**src/rtl/ram64_fifo_pkg.sv**
```systemverilog
// Shared sizes and types for the 64-deep distributed-RAM FIFO controller.
package ram64_fifo_pkg;
  localparam int DEPTH = 64;
  localparam int PTR_W = 6;
  localparam int CNT_W = 7;

  typedef logic [PTR_W-1:0] ptr_t;
  typedef logic [CNT_W-1:0] cnt_t;
endpackage

```
**src/rtl/ram64_fifo_ctrl_if.sv**
```systemverilog
// Producer/consumer handshake bundle for ram64_fifo_ctrl; the FIFO takes the slave modport.
interface ram64_fifo_ctrl_if #(parameter int WIDTH = 8);
  import ram64_fifo_pkg::*;

  logic             WR_EN;
  logic [WIDTH-1:0] DIN;
  logic             FULL;
  logic             ALMOST_FULL;
  logic             WR_ERR;
  logic             RD_EN;
  logic [WIDTH-1:0] DOUT;
  logic             VALID;
  logic             EMPTY;
  logic             RD_ERR;

  modport master (
    output WR_EN, DIN, RD_EN,
    input  FULL, ALMOST_FULL, WR_ERR, DOUT, VALID, EMPTY, RD_ERR
  );

  modport slave (
    input  WR_EN, DIN, RD_EN,
    output FULL, ALMOST_FULL, WR_ERR, DOUT, VALID, EMPTY, RD_ERR
  );
endinterface

```
**src/rtl/ram64_dp_bank.sv**
```systemverilog
// WIDTH parallel 64x1 dual-port RAM slices: synchronous write on A, asynchronous reads on A and DPRA.
module ram64_dp_bank
  import ram64_fifo_pkg::*;
#(
  parameter int WIDTH = 8
) (
  input  logic             C,
  input  logic             WE,
  input  ptr_t             A,
  input  logic [WIDTH-1:0] D,
  input  ptr_t             DPRA,
  output logic [WIDTH-1:0] SPO,
  output logic [WIDTH-1:0] DPO
);

  for (genvar i = 0; i < WIDTH; i++) begin : g_slice
    logic [DEPTH-1:0] bits;

    // Storage is deliberately not reset, matching a distributed RAM primitive.
    always_ff @(posedge C) begin
      if (WE) bits[A] <= D[i];
    end

    assign SPO[i] = bits[A];
    assign DPO[i] = bits[DPRA];
  end

endmodule

```
**src/rtl/ram64_fifo_ctrl.sv**
```systemverilog
// 64-deep FIFO controller over a ram64_dp_bank; define RAM64_FIFO_CNT_EN to expose DATA_COUNT.
module ram64_fifo_ctrl
  import ram64_fifo_pkg::*;
#(
  parameter int WIDTH     = 8,
  parameter int AF_THRESH = 60
) (
  input  logic               C,
  input  logic               CLR,
  ram64_fifo_ctrl_if.slave   bus
`ifdef RAM64_FIFO_CNT_EN
  ,
  output logic [CNT_W-1:0]   DATA_COUNT
`endif
);

  ptr_t             wr_ptr;
  ptr_t             rd_ptr;
  cnt_t             cnt;
  cnt_t             cnt_next;
  logic             rd_acc;
  logic             wr_acc;
  logic [WIDTH-1:0] ram_dpo;

  // A read frees a slot in the same edge, so a full FIFO still accepts a paired write.
  assign rd_acc   = bus.RD_EN & ~bus.EMPTY;
  assign wr_acc   = bus.WR_EN & (~bus.FULL | rd_acc);
  assign cnt_next = cnt + {{(CNT_W-1){1'b0}}, wr_acc} - {{(CNT_W-1){1'b0}}, rd_acc};

  ram64_dp_bank #(.WIDTH(WIDTH)) u_bank (
    .C    (C),
    .WE   (wr_acc),
    .A    (wr_ptr),
    .D    (bus.DIN),
    .DPRA (rd_ptr),
    .SPO  (),
    .DPO  (ram_dpo)
  );

  always_ff @(posedge C or posedge CLR) begin
    if (CLR) begin
      wr_ptr          <= '0;
      rd_ptr          <= '0;
      cnt             <= '0;
      bus.EMPTY       <= 1'b1;
      bus.FULL        <= 1'b0;
      bus.ALMOST_FULL <= 1'b0;
      bus.VALID       <= 1'b0;
      bus.WR_ERR      <= 1'b0;
      bus.RD_ERR      <= 1'b0;
      bus.DOUT        <= '0;
    end else begin
      if (wr_acc) wr_ptr <= wr_ptr + ptr_t'(1);
      if (rd_acc) begin
        rd_ptr   <= rd_ptr + ptr_t'(1);
        bus.DOUT <= ram_dpo;
      end
      cnt             <= cnt_next;
      bus.EMPTY       <= (cnt_next == '0);
      bus.FULL        <= (cnt_next == cnt_t'(DEPTH));
      bus.ALMOST_FULL <= (cnt_next >= cnt_t'(AF_THRESH));
      bus.VALID       <= rd_acc;
      bus.WR_ERR      <= bus.WR_EN & bus.FULL & ~rd_acc;
      bus.RD_ERR      <= bus.RD_EN & bus.EMPTY;
    end
  end

`ifdef RAM64_FIFO_CNT_EN
  assign DATA_COUNT = cnt;
`endif

endmodule
```
**src/flat_wrapper.sv**
```systemverilog
// flat-port wrapper written by rule: the top's interface ports become plain ports
module ram64_fifo_ctrl_flat import ram64_fifo_pkg::*;
#(
  parameter int WIDTH     = 8,
  parameter int AF_THRESH = 60
)
  (C, CLR, bus_WR_EN, bus_DIN, bus_RD_EN, bus_FULL, bus_ALMOST_FULL, bus_WR_ERR, bus_DOUT, bus_VALID, bus_EMPTY, bus_RD_ERR);
  ram64_fifo_ctrl_if #(.WIDTH(WIDTH)) bus_i ();
  input  logic C;
  input  logic CLR;
  input wire logic [$bits(bus_i.WR_EN)-1:0] bus_WR_EN;
  input wire logic [$bits(bus_i.DIN)-1:0] bus_DIN;
  input wire logic [$bits(bus_i.RD_EN)-1:0] bus_RD_EN;
  output wire logic [$bits(bus_i.FULL)-1:0] bus_FULL;
  output wire logic [$bits(bus_i.ALMOST_FULL)-1:0] bus_ALMOST_FULL;
  output wire logic [$bits(bus_i.WR_ERR)-1:0] bus_WR_ERR;
  output wire logic [$bits(bus_i.DOUT)-1:0] bus_DOUT;
  output wire logic [$bits(bus_i.VALID)-1:0] bus_VALID;
  output wire logic [$bits(bus_i.EMPTY)-1:0] bus_EMPTY;
  output wire logic [$bits(bus_i.RD_ERR)-1:0] bus_RD_ERR;
  assign bus_i.WR_EN = bus_WR_EN;
  assign bus_i.DIN = bus_DIN;
  assign bus_i.RD_EN = bus_RD_EN;
  assign bus_FULL = bus_i.FULL;
  assign bus_ALMOST_FULL = bus_i.ALMOST_FULL;
  assign bus_WR_ERR = bus_i.WR_ERR;
  assign bus_DOUT = bus_i.DOUT;
  assign bus_VALID = bus_i.VALID;
  assign bus_EMPTY = bus_i.EMPTY;
  assign bus_RD_ERR = bus_i.RD_ERR;
  ram64_fifo_ctrl #(.WIDTH(WIDTH), .AF_THRESH(AF_THRESH)) u_core (.C(C), .CLR(CLR), .bus(bus_i));
endmodule
```
**config.mk**
```make
export PLATFORM = sky130hd
export DESIGN_NAME = ram64_fifo_ctrl_flat
export DESIGN_NICKNAME = d
export VERILOG_FILES = /design/src/rtl/ram64_fifo_pkg.sv /design/src/rtl/ram64_fifo_ctrl_if.sv /design/src/rtl/ram64_dp_bank.sv /design/src/rtl/ram64_fifo_ctrl.sv /design/src/flat_wrapper.sv
export SDC_FILE = /design/constraint.sdc
export NUM_CORES = 1
export LEC_CHECK = 0
export BUFFER_PORTS_ARGS = -buffer_cell sky130_fd_sc_hd__buf_2
export CORE_MARGIN = 4
export CORE_UTILIZATION = 33
export CTS_CLUSTER_DIAMETER = 150
export CTS_CLUSTER_SIZE = 40
export DETAILED_ROUTE_END_ITERATION = 12
export PLACE_DENSITY = 0.55
export SETUP_SLACK_MARGIN = 0.15
export SLEW_MARGIN = 10
export SYNTH_ARGS = -nofsm -noshare
export SYNTH_HDL_FRONTEND = slang
export SYNTH_SLANG_ARGS = --single-unit
```
**constraint.sdc**
```tcl
create_clock -name C -period 7.3 [get_ports C]
set_clock_uncertainty 0.05 [all_clocks]
set_input_delay 0 -clock C [delete_from_list [all_inputs] [get_ports C]]
set_output_delay 0 -clock C [all_outputs]
set_load 0.02 [all_outputs]
```
==> flow_summary.ini, run 1 <==
[synthesis]
postSynthAreaPerCell_um2 = 19.62
synthCells = 1091
yosys.area.top_type_share_pct = 71.81
netlist_area_mm2 = 0.02141
synthTopCellsByArea = edfxtp_1 (72%), mux4_2 (11%), dfrtp_1 (3.7%)
yosysTopAreaCell = edfxtp_1
async_reset_ff_share_pct = 6.055
synth-seq-area-share_pct = 75.68
syn_nets = 1113
yosys_warnings = 0
synth_cell_types = 51
ys_ff_latch = 545
synth_ff_type = edfxtp_1
synth_edf_count = 512

[final_layout]
antenna_cells = 0
areaGrowthSynthToFinish_pct = 7.311
layout_common_cells = edfxtp_1 (512), mux4_2 (105), nor2_1 (73)
fin_util_pct = 35.70
final_common_cell = edfxtp_1
fin_cells = 1965
drive_gt1_share_pct = 16.13
fin_nets = 1122
nFillCells = 5925

[clock_network]
clockBufferDepth = 3
post_cts_buffers = 0
root_buffer = clkbuf_16
path_clk_slew_ns = 0.14
cts_hold_buf = 3
htree_levels = 1
tritoncts = yes
ctsResizeCount = 0
cts.sinks = 545
cts_buffers = 17
clk_latency_ns = 0.57

[status]
status = finished clean

[pwr]
swShare_pct = 33.39
p_sw_w = 0.002565
power_w = 0.007681
power_frac_comb_pct = 32.5
intPower_w = 0.005116
p_seq_share_pct = 50.0
power_density_mw_per_mm2 = 334.3
leakage_nw = 7.091
peakVddDrop_v = 0.0001922
pwr-share-clk_pct = 17.5

[grt]
grt_pass1_vias = 10280
antenna_found_initial = 1
grt_overflow_total = 0
grt_pass1_wl_mm = 69.86
grt_start_max_net_pins = 65
grt.total_usage_pct = 13.39

[sta]
tns_ns = 0
hold_viol = 0
max_freq_ghz = 0.2635
rsz0062_at_grt = no
worstMarginPinSlew_ns = 0.9738
fin_ws_ns = 3.505
post-route-period-util_pct = 51.99
slew_viol_final = 0
slew_headroom_pct = 35.08
period_minus_slack_ns = 3.795
setup_viol = 0

[critical_path]
worst_path_max_delay_cell = nand2b_1
crit_path_cell_trace = nand2b_1 -> inv_2 -> ha_1 -> inv_1 -> ha_1 -> inv_1 -> fa_1 -> nor2b_1 -> o21ai_1 -> a21boi_1 -> nor2_1 -> or4_1 -> nor2b_1
crit_path_start = u_core.bus.EMPTY
ff2ff_setup_slack_ns = 3.50
required_ns = 7.76
start_kind = flip-flop
end_kind = flip-flop
max_stage_delay_ns = 0.68
worst-path-max-fanout = 22
critical_path.top_delay_family = simple AND/OR/NAND/NOR gates
cp_num_buf_inv = 3
arrival_ns = 4.25
path_class = flip-flop to flip-flop
r2r-start = u_core.bus.EMPTY

[die]
die_w_um = 262.7
rows = 93
dieArea_mm2 = 0.06902
core_area_mm2 = 0.06435
initial_utilization_pct = 33.27
die_h_um = 262.7
ios = 26

[placed_design]
dpl.cell_count = 1933
dp_slack_ns = 3.530
place_hpwl_mm = 28.20
gp_congestion = 0.8197
io_buffers = 25

[routing]
viasPerCell = 5.096
firstDrtPassIters = 7
drc = 0
drtAntennaViolNets = 0
drt_iter0_drc = 995
wire_per_inst_um = 24.28
drt_wl_total_mm = 47.71
num_vias = 10010

[flow_run]
max-cap-violations = 0

[hold_path]
hp-class = input pin to async pin
[cells in the mapped netlist, types with 9 or more instances]
master / instances
inv_1: 14
xnor2_1: 10
a22o_1: 10
nor2_1: 73
o221ai_1: 14
ha_1: 9
dfrtp_1: 32
o21ai_0: 9
o22ai_1: 16
nand2_1: 37
nor3b_1: 9
clkbuf_1: 19
buf_2: 17
a21oi_1: 27
mux2i_1: 69
mux4_2: 105
edfxtp_1: 512
[logic make-up after synthesis]
kind of cell    synth area share (%)
xor+xnor                      0.4909
compound gates                 3.694
simple gates                   3.536
fa+ha+maj                     0.6195
buf+inv                        1.660
mux                            14.32
flops                          75.68
[through the flow]
step	hold slack, ns	instance area [µm²]
CTS	0.01162	22970
finish	0.02355	22970
detailed placement	0.08737	22460
floorplan	0.04887	21410
global route	0.06783	22970
global placement	0.08080	22460
[path summary, 6_finish.rpt]
| kind | to | cells past startpoint |
|---|---|---|
| max reg2reg | u_core.bus.FULL | 13 |
| max | u_core.bus.FULL | 13 |
| min | u_core.bus.ALMOST_FULL | 4 |
| min in group C | u_core.u_bank.g_slice[7].bits[47] | 2 |
| min reg2reg | u_core.rd_ptr[5] | 1 |
| max in group asynchronous | u_core.rd_ptr[1] | 4 |
[flip-flops by register name, indices dropped and copies added (netlist names)]
name / flops
u_core.bus.RD_ERR: 1
u_core.bus.FULL: 1
u_core.rd_ptr: 6
u_core.bus.EMPTY: 1
u_core.bus.VALID: 1
u_core.bus.DOUT: 8
u_core.wr_ptr: 6
u_core.cnt: 7
u_core.u_bank.g_slice.bits: 512
u_core.bus.ALMOST_FULL: 1
u_core.bus.WR_ERR: 1
[power groups by stage]
stage / logic, W / registers, W / clock network [W]
finish: 0.00249 / 0.00384 / 0.00135
global route: 0.00269 / 0.00387 / 0.00148
CTS: 0.00254 / 0.00385 / 0.00138
detailed placement: 0.00253 / 0.00391 / 0
global placement: 0.00251 / 0.00391 / 0
floorplan: 0.00187 / 0.00377 / 0
[worst reg2reg max path, stage by stage (launching register included)]
cell and delay [ns]:
dfstp_2 0.56, nand2b_1 0.68, inv_2 0.20, ha_1 0.35, inv_1 0.06, ha_1 0.16
inv_1 0.06, fa_1 0.42, nor2b_1 0.14, o21ai_1 0.08, a21boi_1 0.21, nor2_1 0.11
or4_1 0.55, nor2b_1 0.12
[routing by layer]
metal / global-route usage (%) / part of all wire (%)
met5: 0 / 0.027
met4: 3.102 / 2.0
met3: 1.835 / 4.6
met2: 22.39 / 49
met1: 18.80 / 44
[layout make-up]
type | instances | area [µm²] | share of cell area, %
flip-flops and latches | 545 | 16210 | 70.56
multi-input cells | 475 | 4852 | 21.12
well taps | 855 | 1070 | 4.656
clock buffers | 28 | 466.7 | 2.031
repair buffers | 46 | 302.8 | 1.318
inverters | 15 | 56.30 | 0.2451
clock inverters | 1 | 16.27 | 0.07080
Power figures use the tool's default switching activity.
==> run 2, diff against run 1 <==
--- a/config.mk
+++ b/config.mk
@@ -11,7 +11,7 @@
 export CTS_CLUSTER_DIAMETER = 150
 export CTS_CLUSTER_SIZE = 40
 export DETAILED_ROUTE_END_ITERATION = 12
-export PLACE_DENSITY = 0.55
+export PLACE_DENSITY = 0.57
 export SETUP_SLACK_MARGIN = 0.15
 export SLEW_MARGIN = 10
 export SYNTH_ARGS = -nofsm -noshare
==> constraint.sdc (replaced) <==
create_clock -name C -period 3.4 [get_ports C]
set_clock_uncertainty 0.05 [all_clocks]
set_input_delay 0 -clock C [delete_from_list [all_inputs] [get_ports C]]
set_output_delay 0 -clock C [all_outputs]
set_load 0.02 [all_outputs]
==> flow_summary.ini, run 2 (synthesized netlist as in run 1, its figures left out) <==
[routing]
drtAntennaViolNets = 0
drc = 0
drt_wl_total_mm = 46.97
num_vias = 10350
wire_per_inst_um = 22.94
firstDrtPassIters = 5
viasPerCell = 5.054
drt_iter0_drc = 904

[sta]
setup_viol = 0
period_minus_slack_ns = 2.995
rsz0062_at_grt = no
slew_viol_final = 0
slew_headroom_pct = 23.63
hold_viol = 0
post-route-period-util_pct = 88.10
worstMarginPinSlew_ns = 1.146
max_freq_ghz = 0.3339
tns_ns = 0

[final_layout]
fin_cells = 2047
top_register = u_core.u_bank.g_slice.bits
top_regs = u_core.u_bank.g_slice.bits (512), u_core.bus.DOUT (8), u_core.cnt (7)
drive_gt1_share_pct = 21.73
antenna_cells = 0
final_common_cell = edfxtp_1
fin_nets = 1203
largest_reg_flops = 512
areaGrowthSynthToFinish_pct = 10.61
layout_common_cells = edfxtp_1 (512), mux4_2 (105), buf_4 (88)

[critical_path]
required_ns = 3.87
max_stage_delay_ns = 0.56
arrival_ns = 3.47
start_kind = flip-flop
cp_num_buf_inv = 3
end_kind = flip-flop
crit_path_cell_trace = nand2b_1 -> inv_2 -> ha_1 -> inv_1 -> ha_1 -> inv_1 -> fa_1 -> nor2b_1 -> o21ai_1 -> a21boi_2 -> nor2_1 -> or4_1 -> nor2b_1
critical_path.top_delay_family = simple AND/OR/NAND/NOR gates
worst_path_max_delay_cell = dfstp_2
path_class = flip-flop to flip-flop
worst-path-max-fanout = 8
rr_worst_depth = 13
worstSetupPathDepth = 13

[pwr]
power_w = 0.01673
power_density_mw_per_mm2 = 706.7
leakage_nw = 7.549
peakVddDrop_v = 0.0004112

[clock_network]
clockBufferDepth = 3
tritoncts = yes
cts.sinks = 545
htree_levels = 1
path_clk_slew_ns = 0.14
cts_buffers = 17
post_cts_buffers = 0
clk_latency_ns = 0.58
root_buffer = clkbuf_16

[placed_design]
place_hpwl_mm = 30.58
dpl.cell_count = 2010
io_buffers = 25
gp_congestion = 0.8839

[grt]
grt_start_max_net_pins = 65
grt.total_usage_pct = 13.36
grt_pass1_wl_mm = 70.63
antenna_found_initial = 1
grt_overflow_total = 0
grt_pass1_vias = 10510

[die]
initial_utilization_pct = 33.27
die_h_um = 262.7
dieArea_mm2 = 0.06902
die_w_um = 262.7
rows = 93
core_area_mm2 = 0.06435
ios = 26

[flow_run]
max-cap-violations = 0

[hold_path]
worstHoldPathCells = 1
hp-class = input pin to flip-flop

[status]
status = finished clean
-- run 2: repair_timing --
action | in CTS | in global routing
hold buffers | 7 | 0
resized for setup | 0 | 1
endpoints found under the hold margin | 132 | 0
setup endpoints to repair | 0 | 2
-- run 2: layout make-up --
class	instances	area, µm²
sequential	545	16210
inverter	15	56.30
fill	5866	40670
clock buffer	27	462.9
tap	855	1070
multi-input combinational	475	4856
timing repair buffer	127	996.0
clock inverter	3	28.78
-- run 2: path summary, 6_finish.rpt --
kind | from | end | slack, ns
worst max-delay path | u_core.bus.EMPTY | u_core.bus.FULL | 0.40
worst min-delay path | bus_DIN[1] | u_core.u_bank.g_slice[1].bits[46] | 0.05
worst max register to register | u_core.bus.EMPTY | u_core.bus.FULL | 0.40
worst min register to register | u_core.rd_ptr[5] | u_core.rd_ptr[5] | 0.45
max in group asynchronous | CLR | u_core.rd_ptr[0] | 2.14
min in group asynchronous | CLR | u_core.bus.FULL | 0.45
-- run 2: where the power goes --
group	leakage [nW]	internal, W	switching (W)
Sequential	5.01	0.00774	0.000424
Combinational	2.31	0.00249	0.00320
Clock	0.236	0.000982	0.00189
-- run 2: layer usage --
layer  up-vias  GRT usage [%]  share of wire, %
met4         2          2.525               1.4
li1       4572              -                 -
met1      5500          19.06                45
met3        39          1.667               4.6
met5         -              0             0.028
met2       233          22.37                49
-- run 2: metrics by stage --
step / area, µm² / setup WS [ns] / hold slack, ns / util, %
after floorplan: 21410 / 0.3759 / 0.04887 / -
after global placement: 23110 / 0.3487 / -0.04334 / 35.92
after detailed placement: 23110 / 0.3671 / -0.04257 / 35.92
after CTS: 23680 / 0.3312 / 0.03645 / 36.79
after global routing: 23680 / 0.1966 / 0.05816 / 36.80
final: 23680 / 0.4047 / 0.04844 / 36.80
